`src/rtl/mem_stage.sv`:
```
// Load/store stage: issues data-bus accesses for execute results and forms aligned writeback data.
// Latency: NONE/misaligned 1 cycle, store 2 cycles, load 3 cycles minimum (accept -> valid_o).
// Backpressure: ready_o low (stall_o high) while a bus access is outstanding; the bus stalls via dmem_gnt_i/dmem_rvalid_i.
//
// Ports:
//   clk_i, rst_ni                    clock, async active-low reset
//   valid_i/ready_o/flush_i          execute handshake and branch-redirect kill
//   alu_res_i, store_data_i          effective address / result, rs2 store data
//   mem_op_i, rd_addr_i, rd_we_i     access type and destination register
//   dmem_*                           request/grant/rvalid data-bus port
//   valid_o, wb_data_o, rd_addr_o,
//   rd_we_o, exc_o, exc_cause_o      writeback result (one-cycle pulse) and misalignment exception
//   stall_o                          pipeline stall while an access is in flight
module mem_stage #(
  parameter int unsigned DATA_WIDTH = 32,
  parameter int unsigned ADDR_WIDTH = 32
) (
  input  logic                  clk_i,
  input  logic                  rst_ni,
  input  logic                  valid_i,
  output logic                  ready_o,
  input  logic                  flush_i,
  input  logic [DATA_WIDTH-1:0] alu_res_i,
  input  logic [DATA_WIDTH-1:0] store_data_i,
  input  logic [3:0]            mem_op_i,
  input  logic [4:0]            rd_addr_i,
  input  logic                  rd_we_i,
  output logic                  dmem_req_o,
  output logic                  dmem_we_o,
  output logic [ADDR_WIDTH-1:0] dmem_addr_o,
  output logic [3:0]            dmem_be_o,
  output logic [DATA_WIDTH-1:0] dmem_wdata_o,
  input  logic                  dmem_gnt_i,
  input  logic                  dmem_rvalid_i,
  input  logic [DATA_WIDTH-1:0] dmem_rdata_i,
  output logic                  valid_o,
  output logic [DATA_WIDTH-1:0] wb_data_o,
  output logic [4:0]            rd_addr_o,
  output logic                  rd_we_o,
  output logic                  exc_o,
  output logic [3:0]            exc_cause_o,
  output logic                  stall_o
);

  localparam logic [1:0] S_IDLE = 2'd0;
  localparam logic [1:0] S_REQ  = 2'd1;
  localparam logic [1:0] S_WAIT = 2'd2;

  localparam logic [3:0] OP_LB  = 4'b0001;
  localparam logic [3:0] OP_LH  = 4'b0010;
  localparam logic [3:0] OP_LW  = 4'b0011;
  localparam logic [3:0] OP_LBU = 4'b0100;
  localparam logic [3:0] OP_LHU = 4'b0101;
  localparam logic [3:0] OP_SB  = 4'b1001;
  localparam logic [3:0] OP_SH  = 4'b1010;
  localparam logic [3:0] OP_SW  = 4'b1011;

  localparam logic [1:0] SZ_B    = 2'd0;
  localparam logic [1:0] SZ_H    = 2'd1;
  localparam logic [1:0] SZ_W    = 2'd2;
  localparam logic [1:0] SZ_NONE = 2'd3;

  localparam logic [3:0] CAUSE_LD_MISALIGN = 4'd4;
  localparam logic [3:0] CAUSE_ST_MISALIGN = 4'd6;

  // Access size; unknown encodings fall into SZ_NONE and are treated as plain results.
  function automatic logic [1:0] op_size(input logic [3:0] op);
    logic [1:0] sz;
    case (op)
      OP_LB, OP_LBU, OP_SB: sz = SZ_B;
      OP_LH, OP_LHU, OP_SH: sz = SZ_H;
      OP_LW, OP_SW:         sz = SZ_W;
      default:              sz = SZ_NONE;
    endcase
    return sz;
  endfunction

  function automatic logic op_is_store(input logic [3:0] op);
    return (op == OP_SB) || (op == OP_SH) || (op == OP_SW);
  endfunction

  // State and latched instruction fields
  logic [1:0]            state_q, state_d;
  logic [3:0]            op_q, op_d;
  logic [ADDR_WIDTH-1:0] addr_q, addr_d;
  logic [3:0]            be_q, be_d;
  logic [DATA_WIDTH-1:0] wdata_q, wdata_d;
  logic [4:0]            rd_q, rd_d;
  logic                  rd_we_q, rd_we_d;
  // Set when a flush hits a load whose bus access must still complete
  logic                  drop_q, drop_d;

  // Writeback outputs
  logic                  valid_q, valid_d;
  logic [DATA_WIDTH-1:0] wb_data_q, wb_data_d;
  logic                  wb_we_q, wb_we_d;
  logic                  exc_q, exc_d;
  logic [3:0]            cause_q, cause_d;

  // Decode of the incoming instruction
  logic                  accept;
  logic [1:0]            in_size;
  logic                  in_store;
  logic                  in_mem;
  logic                  in_misalign;
  logic [3:0]            in_be;
  logic [DATA_WIDTH-1:0] in_wdata;
  logic                  in_rd_we;

  assign accept    = valid_i && (state_q == S_IDLE) && !flush_i;
  assign in_size   = op_size(mem_op_i);
  assign in_store  = op_is_store(mem_op_i);
  assign in_mem    = (in_size != SZ_NONE);
  assign in_rd_we  = rd_we_i && (rd_addr_i != 5'd0);
  assign in_misalign = ((in_size == SZ_H) && alu_res_i[0]) ||
                       ((in_size == SZ_W) && (alu_res_i[1:0] != 2'b00));

  always_comb begin
    in_be    = 4'b0000;
    in_wdata = store_data_i;
    case (in_size)
      SZ_B: begin
        in_be    = 4'b0001 << alu_res_i[1:0];
        in_wdata = {4{store_data_i[7:0]}};
      end
      SZ_H: begin
        in_be    = 4'b0011 << {alu_res_i[1], 1'b0};
        in_wdata = {2{store_data_i[15:0]}};
      end
      SZ_W: begin
        in_be    = 4'b1111;
        in_wdata = store_data_i;
      end
      default: begin
        in_be    = 4'b0000;
        in_wdata = store_data_i;
      end
    endcase
  end

  // Lane extraction for load data, using the address latched at accept
  logic [7:0]            ld_byte;
  logic [15:0]           ld_half;
  logic [DATA_WIDTH-1:0] ld_data;

  always_comb begin
    case (addr_q[1:0])
      2'd0:    ld_byte = dmem_rdata_i[7:0];
      2'd1:    ld_byte = dmem_rdata_i[15:8];
      2'd2:    ld_byte = dmem_rdata_i[23:16];
      default: ld_byte = dmem_rdata_i[31:24];
    endcase
    ld_half = addr_q[1] ? dmem_rdata_i[31:16] : dmem_rdata_i[15:0];
    case (op_q)
      OP_LB:   ld_data = {{(DATA_WIDTH-8){ld_byte[7]}}, ld_byte};
      OP_LBU:  ld_data = {{(DATA_WIDTH-8){1'b0}}, ld_byte};
      OP_LH:   ld_data = {{(DATA_WIDTH-16){ld_half[15]}}, ld_half};
      OP_LHU:  ld_data = {{(DATA_WIDTH-16){1'b0}}, ld_half};
      default: ld_data = dmem_rdata_i;
    endcase
  end

  always_comb begin
    state_d   = state_q;
    op_d      = op_q;
    addr_d    = addr_q;
    be_d      = be_q;
    wdata_d   = wdata_q;
    rd_d      = rd_q;
    rd_we_d   = rd_we_q;
    drop_d    = drop_q;
    valid_d   = 1'b0;
    wb_data_d = wb_data_q;
    wb_we_d   = 1'b0;
    exc_d     = 1'b0;
    cause_d   = cause_q;

    case (state_q)
      S_IDLE: begin
        if (accept) begin
          op_d    = mem_op_i;
          addr_d  = alu_res_i[ADDR_WIDTH-1:0];
          be_d    = in_be;
          wdata_d = in_wdata;
          rd_d    = rd_addr_i;
          rd_we_d = in_rd_we;
          drop_d  = 1'b0;
          if (!in_mem) begin
            valid_d   = 1'b1;
            wb_data_d = alu_res_i;
            wb_we_d   = in_rd_we;
          end else if (in_misalign) begin
            // Faulting access never reaches the bus; the bad address is reported as data
            valid_d   = 1'b1;
            wb_data_d = alu_res_i;
            exc_d     = 1'b1;
            cause_d   = in_store ? CAUSE_ST_MISALIGN : CAUSE_LD_MISALIGN;
          end else begin
            state_d = S_REQ;
          end
        end
      end

      S_REQ: begin
        if (dmem_gnt_i) begin
          // A grant commits the access on the bus even if a flush arrives with it
          if (op_is_store(op_q)) begin
            state_d = S_IDLE;
            valid_d = !flush_i;
          end else begin
            state_d = S_WAIT;
            drop_d  = flush_i;
          end
        end else if (flush_i) begin
          state_d = S_IDLE;
        end
      end

      S_WAIT: begin
        if (flush_i) begin
          drop_d = 1'b1;
        end
        if (dmem_rvalid_i) begin
          state_d = S_IDLE;
          if (!(drop_q || flush_i)) begin
            valid_d   = 1'b1;
            wb_data_d = ld_data;
            wb_we_d   = rd_we_q;
          end
        end
      end

      default: begin
        state_d = S_IDLE;
      end
    endcase
  end

  always_ff @(posedge clk_i or negedge rst_ni) begin
    if (!rst_ni) begin
      state_q   <= S_IDLE;
      op_q      <= 4'd0;
      addr_q    <= '0;
      be_q      <= 4'd0;
      wdata_q   <= '0;
      rd_q      <= 5'd0;
      rd_we_q   <= 1'b0;
      drop_q    <= 1'b0;
      valid_q   <= 1'b0;
      wb_data_q <= '0;
      wb_we_q   <= 1'b0;
      exc_q     <= 1'b0;
      cause_q   <= 4'd0;
    end else begin
      state_q   <= state_d;
      op_q      <= op_d;
      addr_q    <= addr_d;
      be_q      <= be_d;
      wdata_q   <= wdata_d;
      rd_q      <= rd_d;
      rd_we_q   <= rd_we_d;
      drop_q    <= drop_d;
      valid_q   <= valid_d;
      wb_data_q <= wb_data_d;
      wb_we_q   <= wb_we_d;
      exc_q     <= exc_d;
      cause_q   <= cause_d;
    end
  end

  assign ready_o      = (state_q == S_IDLE);
  assign stall_o      = (state_q != S_IDLE);
  assign dmem_req_o   = (state_q == S_REQ);
  assign dmem_we_o    = (state_q == S_REQ) && op_is_store(op_q);
  assign dmem_addr_o  = {addr_q[ADDR_WIDTH-1:2], 2'b00};
  assign dmem_be_o    = be_q;
  assign dmem_wdata_o = wdata_q;

  assign valid_o      = valid_q;
  assign wb_data_o    = wb_data_q;
  assign rd_addr_o    = rd_q;
  assign rd_we_o      = wb_we_q;
  assign exc_o        = exc_q;
  assign exc_cause_o  = cause_q;

endmodule

```
`config.mk`:
```
export PLATFORM = sky130hd
export DESIGN_NAME = mem_stage
export DESIGN_NICKNAME = d
export VERILOG_FILES = /design/src/rtl/mem_stage.sv
export SDC_FILE = /design/constraint.sdc
export NUM_CORES = 1
export LEC_CHECK = 0
export BUFFER_PORTS_ARGS = -buffer_cell sky130_fd_sc_hd__buf_2
export CAP_MARGIN = 20
export CORE_ASPECT_RATIO = 1.2
export CORE_UTILIZATION = 50
export DETAILED_ROUTE_END_ITERATION = 8
export HOLD_SLACK_MARGIN = 0.06
export PLACE_DENSITY = 0.8
export SLEW_MARGIN = 20
export SYNTH_ARGS = -nofsm -noshare
export SYNTH_HDL_FRONTEND = slang
export SYNTH_SLANG_ARGS = --single-unit
```
`constraint.sdc`:
```
create_clock -name clk_i -period 2.8 [get_ports clk_i]
set_input_delay 0.28 -clock clk_i [delete_from_list [all_inputs] [get_ports clk_i]]
set_output_delay 0.28 -clock clk_i [all_outputs]
set_load 0.05 [all_outputs]
```
==> results of run 1 <==
-- worst max path at each step --
stage                     startpoint            end  cells past startpoint
after detailed placement  state_q[0]  wb_data_o[29]                      8
after global placement    state_q[0]  wb_data_o[25]                      8
after global routing      state_q[0]  wb_data_o[20]                      8
after floorplan           state_q[0]  wb_data_o[18]                      8
after CTS                 state_q[0]  wb_data_o[29]                      8
final                     state_q[0]  wb_data_o[29]                      8
-- metrics by stage --
| stage | setup slack [ns] | cell area [um^2] | hold WS (ns) |
|---|---|---|---|
| after floorplan | 0.210 | 6400 | -0.0156 |
| final | 0.306 | 8110 | 0.0821 |
| after CTS | 0.356 | 8110 | 0.0721 |
| after global placement | 0.491 | 7420 | 0.386 |
| after global routing | 0.161 | 8110 | 0.0772 |
| after detailed placement | 0.356 | 7420 | 0.405 |
-- cell usage after synthesis, types with 2 or more instances --
library cell / instances
a21o_1: 17
a21oi_1: 23
a221oi_1: 11
a222oi_1: 2
a2bb2oi_1: 2
a311oi_1: 9
a31oi_1: 2
and3_1: 2
buf_1: 4
buf_2: 8
buf_4: 36
clkbuf_1: 32
dfrtp_1: 118
ha_1: 8
inv_1: 15
mux2_2: 3
mux2i_1: 25
mux4_2: 8
nand2_1: 186
nand2b_1: 3
nand3_1: 11
nor2_1: 51
nor2b_1: 5
o211ai_1: 2
o21ai_0: 55
o21ai_1: 2
o221a_2: 5
o22a_1: 2
o31ai_1: 17
o31ai_2: 10
o32a_1: 5
-- power by group through the flow --
stage	Sequential [mW]	Clock, mW	Combinational, mW
floorplan	4.74	0	3.20
global placement	3.01	0	6.01
detailed placement	3.02	0	6.10
CTS	3.01	2.50	6.11
global route	3.11	2.59	6.47
finish	3.02	2.48	6.11
-- worst max-delay path: stages (launching register included) --
cell and delay (ns):
dfrtp_1 0.39, inv_1 0.09, ha_2 0.24, buf_4 0.23, nor2b_1 0.15, a222oi_1 0.55
a21o_2 0.38, a21oi_1 0.11, o31ai_2 0.26
-- cell families after synthesis --
family	Yosys count
buffers and inverters	97
XOR/XNOR	2
other	1
multiplexers	36
AO/OA/AOI/OAI	174
flip-flops	118
AND/OR/NAND/NOR	269
adder cells (fa/ha/maj)	8
-- registers in the layout (all words and copies together) (netlist names), 2 cells and up --
signal	count
op_q	4
dmem_be_o	4
rd_addr_o	5
state_q	2
exc_cause_o	2
wb_data_o	32
dmem_wdata_o	32
addr_q	32
-- what timing repair did --
item,CTS,global route
endpoints found under the setup margin,0,0
hold buffers,1,0
hold endpoints to repair,57,0
-- layer usage --
layer / track usage / up-vias / routed length, um
met5: 0 / - / 0
met4: 0.104 / 0 / 451
met3: 0.0802 / 31 / 1700
met2: 0.482 / 317 / 9150
met1: 0.357 / 2865 / 7410
li1: - / 2769 / -
-- layout make-up --
cell class | instances | area (um^2) | share of cell area
Clock buffer | 24 | 512 | 0.0631
Clock inverter | 8 | 165 | 0.0204
Inverter | 15 | 56.3 | 0.00695
Multi-Input combinational cell | 493 | 2950 | 0.363
Sequential cell | 118 | 2950 | 0.364
Tap cell | 161 | 201 | 0.0248
Timing Repair Buffer | 240 | 1270 | 0.157
==> out/results.tsv, run 1 <==
metric	value	unit
post-synth top area share	0.462	
largest net degree at the start of global routing	104	
FILL cells	990	
via count	5982	
count of flip-flops with a built-in enable after synthesis	0	
Total Neg Setup Slack	0	ns
Pwr Total	11.6	mW
TritonCTS clock tree	built	
H-tree depth	4	
number of global-route vias before repair	5882	
synthesized-area fraction occupied by adder cells	0.0157	
most common cell after layout, fill and taps aside	buf_2	
synthesized cell area	0.00639	mm^2
combinational fraction of design power	0.526	
Avg Inst Size Synth	9.06	um^2
initial antenna violation count	0	
drt pass-1 iters	5	
Layout Nets	1005	
post-CTS resize count	0	
die area	0.0132	mm^2
post-DP HPWL	13600	um
endpoints failing setup	0	
Hold Path End	addr_q[25]	
Clk Latency, worst-skew pair	0.41	ns
Cell Pwr Density	1430	mW/mm^2
# clock sinks	118	
P_sw	5.84	mW
Synth area leader	dfrtp_1	
wire length of the first global-routing pass	29800	um
Most used DFF post-synth	dfrtp_1	
fraction of layout cells with a size suffix above 1	0.343	
crit path DAT	2.80	ns
Simple-Gate Fraction of Synth Area	0.171	
RSZ-0062 raised after global routing	no	
port bufs	223	
diodes inserted	0	
MaxCap Viol Count	0	
Final Max Tran Viols	0	
fmax	0.401	GHz
compound-gate portion of the synthesized area	0.193	
Mapped Cells	705	
Non-Filler Instances	1059	
min-delay src	alu_res_i[25]	
XOR/XNOR Fraction of Synth Area	0.00274	
Starting Density	0.520	
antenna viol nets, final	0	
first-iteration detailed-routing DRC count	522	
clock buffer depth	2	
status	completed	
die span in y	126	um
CP Launch Type	register	
largest family of logic cells by synthesized area	compound AO/OA/AOI/OAI gates	
LEAKAGE	4.22	nW
clock root cell	clkbuf_16	
I/O pins	228	
final hold vios	0	
sequential power share	0.260	
DR vias/cell	5.65	
dpl cells	1026	
Sw Ratio	0.503	
Syn-to-layout area delta	26.9	%
Row Count	44	
clock group share of total power	0.214	
Required @ worst endpoint	3.11	ns
post-layout min period	2.49	ns
final WL	18700	um
synth warn	0	
hold depth	3	
Core Util, Final	0.660	
WS Path Type	register to register	
Setup Skew	0.00631	ns
CP endpoint kind	register	
Total GRT Usage	0.288	
Worst Path Max Fanout	21	
drt drc	0	
drt wl/cell	17.7	um
Final Cycle Share	0.891	
Worst VDD drop	0.00104	V
P_int	5.76	mW
reg2reg start	state_q[0]	
total global routing overflow	0	
Slew Limit Headroom	0.438	
flop-to-flop setup slack	0.31	ns
Die Wd	105	um
Yosys reg bits	118	
mux contribution to synthesized area	0.0727	
top post-synthesis cells by area	dfrtp_1 (46%), nand2_1 (11%), o21ai_0 (4.3%)	
post-CTS setup buffer count	0	
worst slew pin tran	0.844	ns
core region area	0.0123	mm^2
most frequent cells in the layout	buf_2 (222), nand2_1 (186), dfrtp_1 (118), o21ai_0 (55), nor2_1 (51)	
clock slew at reported path FFs	0.06	ns
Unique masters post-synth	57	
asr flop ratio synth	1.00	
sequential share of the synthesized area	0.462	
gp weighted congestion	0.912	
Critical R2R Capture	wb_data_o[29]	
Num CTS Buffers	17	
worst r2r path cells	8	
HP Class	input pin to register	
(Power assumes the default switching activity.)
==> run 2: changes to the inputs <==
- CORE_MARGIN: default -> 4
==> run 2 against run 1 <==
  * Clock skew is essentially flat
  * Sequential share of layout area about the same
  * Power rose by 0.44%
  * Routed wire length is 5.7% higher
  * Clock power is essentially flat
  * Register-to-register slack better by 0.06 ns
  * Combinational power grew 1%
  * First-iteration DRC count down 7.7%
  * Cell count is the same
  * Flip-flop and latch count is the same
  * Global-route usage shrank 1.8 points
  * Critical path type unchanged
  * Critical endpoint is now wb_data_o[22]
  * Largest power group unchanged
==> out/results.tsv, run 2 (synthesized netlist as in run 1, its figures left out) <==
metric	value	unit	change
die span in y	132	um	+4.8%
die area	0.0147	mm^2	+11%
clock slew at reported path FFs	0.06	ns	about the same
Required @ worst endpoint	3.12	ns	about the same
dpl cells	1026		unchanged
Worst Path Max Fanout	17		-19%
post-CTS resize count	0		unchanged
Setup Skew	0.00635	ns	+0.0000448 ns
Total GRT Usage	0.270		-0.0180
worst slew pin tran	0.868	ns	+0.0250 ns
Num CTS Buffers	17		unchanged
diodes inserted	0		unchanged
post-CTS setup buffer count	0		unchanged
clock root cell	clkbuf_16		
CP max stage cell	a222oi_1		
HP Class	input pin to register		
status	completed		
design area	0.00811	mm^2	about the same
gp weighted congestion	0.927		+1.7%
TritonCTS clock tree	built		
Slew Limit Headroom	0.421		-0.0166
CP endpoint kind	register		
via count	6127		+2.4%
endpoints failing setup	0		unchanged
drt drc	0		unchanged
Final Cycle Share	0.868		-0.0229
Non-Filler Instances	1059		unchanged
MaxCap Viol Count	0		unchanged
DR vias/cell	5.79		+2.4%
Total Neg Setup Slack	0	ns	unchanged
core region area	0.0123	mm^2	+0.45%
post-DP HPWL	14200	um	+4.5%
drt wl/cell	18.7	um	+5.7%
LEAKAGE	4.21	nW	-0.17%
Layout Nets	1006		+0.10%
crit path DAT	2.75	ns	-0.05 ns
# clock sinks	118		unchanged
Worst VDD drop	0.00110	V	+5.7%
fraction of layout cells with a size suffix above 1	0.342		-0.00111
max incr delay on CP	0.53	ns	-0.02 ns
first-iteration detailed-routing DRC count	482		-7.7%
RSZ-0062 raised after global routing	no		
Hold-fix buffers, CTS	2		+1
clock buffer depth	2		unchanged
most frequent cells in the layout	buf_2 (222), nand2_1 (186), dfrtp_1 (118), o21ai_0 (55), nor2_1 (51)		
largest net degree at the start of global routing	104		unchanged
drt pass-1 iters	5		unchanged
post-layout min period	2.43	ns	-0.0640 ns
Row Count	44		unchanged
fmax	0.412	GHz	+2.6%
Cell Pwr Density	1440	mW/mm^2	+0.46%
antenna viol nets, final	0		unchanged
wire length of the first global-routing pass	32100	um	+7.7%
FILL cells	1005		+1.5%
I/O pins	228		unchanged
most common cell after layout, fill and taps aside	buf_2		
Die Wd	111	um	+5.7%
port bufs	223		unchanged
Final Max Tran Viols	0		unchanged
Clk Latency, worst-skew pair	0.41	ns	about the same
Placement Cell Area	0.00742	mm^2	unchanged
CP Launch Type	register		
final WL	19800	um	+5.7%
Min Hold Slack	0.0698	ns	-0.0123 ns
initial antenna violation count	0		unchanged
WS Path Type	register to register		
total global routing overflow	0		unchanged
worst path cell trace	inv_1 -> ha_2 -> buf_4 -> and2_1 -> a222oi_1 -> a21o_2 -> a21oi_1 -> o31ai_2		
Starting Density	0.518		-0.00232
H-tree depth	4		unchanged
Pwr Total	11.7	mW	+0.44%
Syn-to-layout area delta	26.9	%	about the same
final hold vios	0		unchanged
number of global-route vias before repair	6133		+4.3%
run 2: critical path, delay by kind of cell (launching register included):
family,cells,cell delay (ns)
flops,1,0.39
simple gates,1,0.15
compound gates,4,1.27
fa+ha+maj,1,0.23
buf+inv,2,0.29
run 2: power breakdown:
group	switching (mW)	internal, mW
combinational	4.62	1.55
sequential	0.513	2.51
clock	0.780	1.69
run 2: stage by stage:
stage / setup slack (ns) / utilization
5_1_grt: 0.211 / 0.657
3_5_place_dp: 0.418 / 0.602
6_report: 0.370 / 0.657
2_1_floorplan: 0.210 / -
4_1_cts: 0.391 / 0.657
3_3_place_gp: 0.493 / 0.602
run 2: final timing paths:
| path | startpoint | endpoint | slack (ns) | cells after the start |
|---|---|---|---|---|
| worst min-delay path | rd_addr_i[2] | rd_addr_o[2] | 0.07 | 3 |
| worst max-delay path | state_q[0] | wb_data_o[22] | 0.37 | 8 |
| worst min register to register | addr_q[6] | addr_q[6] | 0.46 | 2 |
| max in group asynchronous | rst_ni | wb_data_o[2] | 1.59 | 3 |
| worst max register to register | state_q[0] | wb_data_o[22] | 0.37 | 8 |
| min in group asynchronous | rst_ni | wb_data_o[10] | 0.32 | 2 |
run 2: area by class of cell:
class | instances | area (um^2) | area share
clock buffer | 23 | 498 | 0.0614
clock inverter | 8 | 168 | 0.0207
inverter | 15 | 56.3 | 0.00695
multi-input combinational | 493 | 2950 | 0.363
sequential | 118 | 2950 | 0.364
tap | 161 | 201 | 0.0249
timing repair buffer | 241 | 1280 | 0.158
run 2: routing by layer:
layer	global-route usage	vias to the layer above	routed length, um
met1	0.337	2892	7590
met3	0.0840	77	2150
met5	0	-	0
met2	0.440	387	9290
li1	-	2771	-
met4	0.106	0	761
==> run 3: changes to the inputs <==
--- a/config.mk
+++ b/config.mk
@@ -13,2 +13,3 @@
 export DETAILED_ROUTE_END_ITERATION = 8
+export GPL_ROUTABILITY_DRIVEN = 0
 export HOLD_SLACK_MARGIN = 0.06
==> constraint.sdc (replaced) <==
create_clock -name clk_i -period 2.8 [get_ports clk_i]
set_input_delay 0.42 -clock clk_i [delete_from_list [all_inputs] [get_ports clk_i]]
set_output_delay 0.42 -clock clk_i [all_outputs]
set_load 0.05 [all_outputs]
==> run 3 against run 2 <==
  * Core utilization decreased by 0.61 points
  * Routed wire length decreased by 1.7%
  * Cell count about the same
  * First-iteration DRC count increased by 17%
  * Setup slack improved by 0.025 ns
  * Die area unchanged
  * Register-to-register slack improved by 0.03 ns
  * Critical path depth unchanged
  * Clock skew about the same
  * Critical path type unchanged
==> out/results.tsv, run 3 (synthesized netlist as in run 1, its figures left out) <==
metric	value	unit	change
status	completed		
post-layout min period	2.40	ns	-0.0253 ns
diodes inserted	0		unchanged
fraction of layout cells with a size suffix above 1	0.345		+0.00296
Final Max Tran Viols	0		unchanged
die span in y	132	um	unchanged
Cell Pwr Density	1420	mW/mm^2	-1.3%
MaxCap Viol Count	0		unchanged
Required @ worst endpoint	3.11	ns	about the same
Setup Skew	0.00652	ns	+0.000167 ns
drt drc	0		unchanged
Total GRT Usage	0.264		-0.00634
final WL	19500	um	-1.7%
port bufs	223		unchanged
Syn-to-layout area delta	25.7	%	
Layout Nets	1006		unchanged
Starting Density	0.518		unchanged
Worst Path Max Fanout	16		-1
Row Count	44		unchanged
H-tree depth	4		unchanged
RSZ-0062 raised after global routing	no		
Worst VDD drop	0.000861	V	-22%
HP Class	input pin to register		
Hold Path End	rd_addr_o[2]		
LEAKAGE	4.17	nW	-0.99%
Clk Latency, worst-skew pair	0.41	ns	about the same
CP endpoint kind	register		
die area	0.0147	mm^2	unchanged
Min Hold Slack	0.208	ns	+0.138 ns
# clock sinks	118		unchanged
WS Path Type	register to register		
drt pass-1 iters	5		unchanged
Critical R2R Capture	wb_data_o[25]		
Slew Limit Headroom	0.417		-0.00365
endpoints failing setup	0		unchanged
most common cell after layout, fill and taps aside	buf_2		
clock buffer depth	2		unchanged
core region area	0.0123	mm^2	unchanged
clock slew at reported path FFs	0.06	ns	about the same
first-iteration detailed-routing DRC count	566		+17%
via count	6065		-1.0%
Final Cycle Share	0.859		-0.00904
total global routing overflow	0		unchanged
Pwr Total	11.4	mW	-2.3%
CP Launch Type	register		
fmax	0.416	GHz	+1.1%
most frequent cells in the layout	buf_2 (222), nand2_1 (186), dfrtp_1 (118), o21ai_0 (55), nor2_1 (51)		
worst r2r path cells	8		unchanged
number of global-route vias before repair	6078		-0.90%
Total Neg Setup Slack	0	ns	unchanged
clock root cell	clkbuf_16		
flop-to-flop setup slack	0.40	ns	+0.03 ns
largest net degree at the start of global routing	79		-24%
TritonCTS clock tree	built		
Die Wd	111	um	unchanged
DR vias/cell	5.72		-1.1%
crit path DAT	2.72	ns	-0.03 ns
hold depth	3		unchanged
antenna viol nets, final	0		unchanged
I/O pins	228		unchanged
Num CTS Buffers	17		unchanged
Core Util, Final	0.651		-0.00609
initial antenna violation count	0		unchanged
final hold vios	0		unchanged
min-delay src	rd_addr_i[2]		
post-DP HPWL	14200	um	-0.54%
drt wl/cell	18.4	um	-1.8%
wire length of the first global-routing pass	31300	um	-2.6%
worst slew pin tran	0.874	ns	+0.00547 ns
reg2reg start	state_q[0]		
run 3: worst max-delay path by stage:
| stage | endpoint | depth (start not counted) | slack, ns | start |
|---|---|---|---|---|
| after floorplan | wb_data_o[18] | 8 | 0.21 | state_q[0] |
| after global placement | wb_data_o[21] | 7 | 0.53 | state_q[0] |
| after detailed placement | wb_data_o[28] | 8 | 0.44 | state_q[0] |
| after CTS | wb_data_o[25] | 8 | 0.38 | state_q[0] |
| after global routing | wb_data_o[16] | 8 | 0.20 | state_q[0] |
| final | wb_data_o[25] | 8 | 0.40 | state_q[0] |
run 3: area by class of cell:
cell class,instances,area (um^2)
tap,161,201
clock buffer,17,425
clock inverter,15,180
fill,1044,4300
inverter,15,56.3
timing repair buffer,241,1270
sequential,118,2950
multi-input combinational,493,2950
run 3: power by group:
group / total (mW) / switching (mW) / internal [mW]
clock: 2.23 / 0.827 / 1.40
sequential: 3.00 / 0.490 / 2.51
combinational: 6.17 / 4.63 / 1.54
run 3: metal layers:
metal  share of wire  wire length, um  vias up  GRT usage
li1                -                -     2776          -
met1            0.39             7540     2883      0.323
met2            0.48             9350      354      0.440
met3            0.10             1990       52     0.0794
met4           0.029              573        0      0.100
met5               0                0        -          0
run 3: through the flow:
step	instances	instance area (um^2)	setup WS, ns
after CTS	1060	8030	0.379
after global placement	1027	7410	0.534
after global routing	1060	8030	0.195
after floorplan	708	6400	0.210
after detailed placement	1027	7410	0.442
final	1060	8030	0.395
run 3: critical path: stages (launching register included):
cell and delay [ns]:
dfrtp_1 0.39, inv_1 0.09, ha_2 0.24, buf_4 0.18
nor2b_1 0.13, a222oi_1 0.52, a21o_2 0.37, a21oi_1 0.11
o31ai_2 0.27
run 3: repair_timing:
action,4_1_cts,5_1_grt
hold endpoints to repair,3,0
resized for setup,0,0
hold buffers,1,0
buffers inserted,0,0
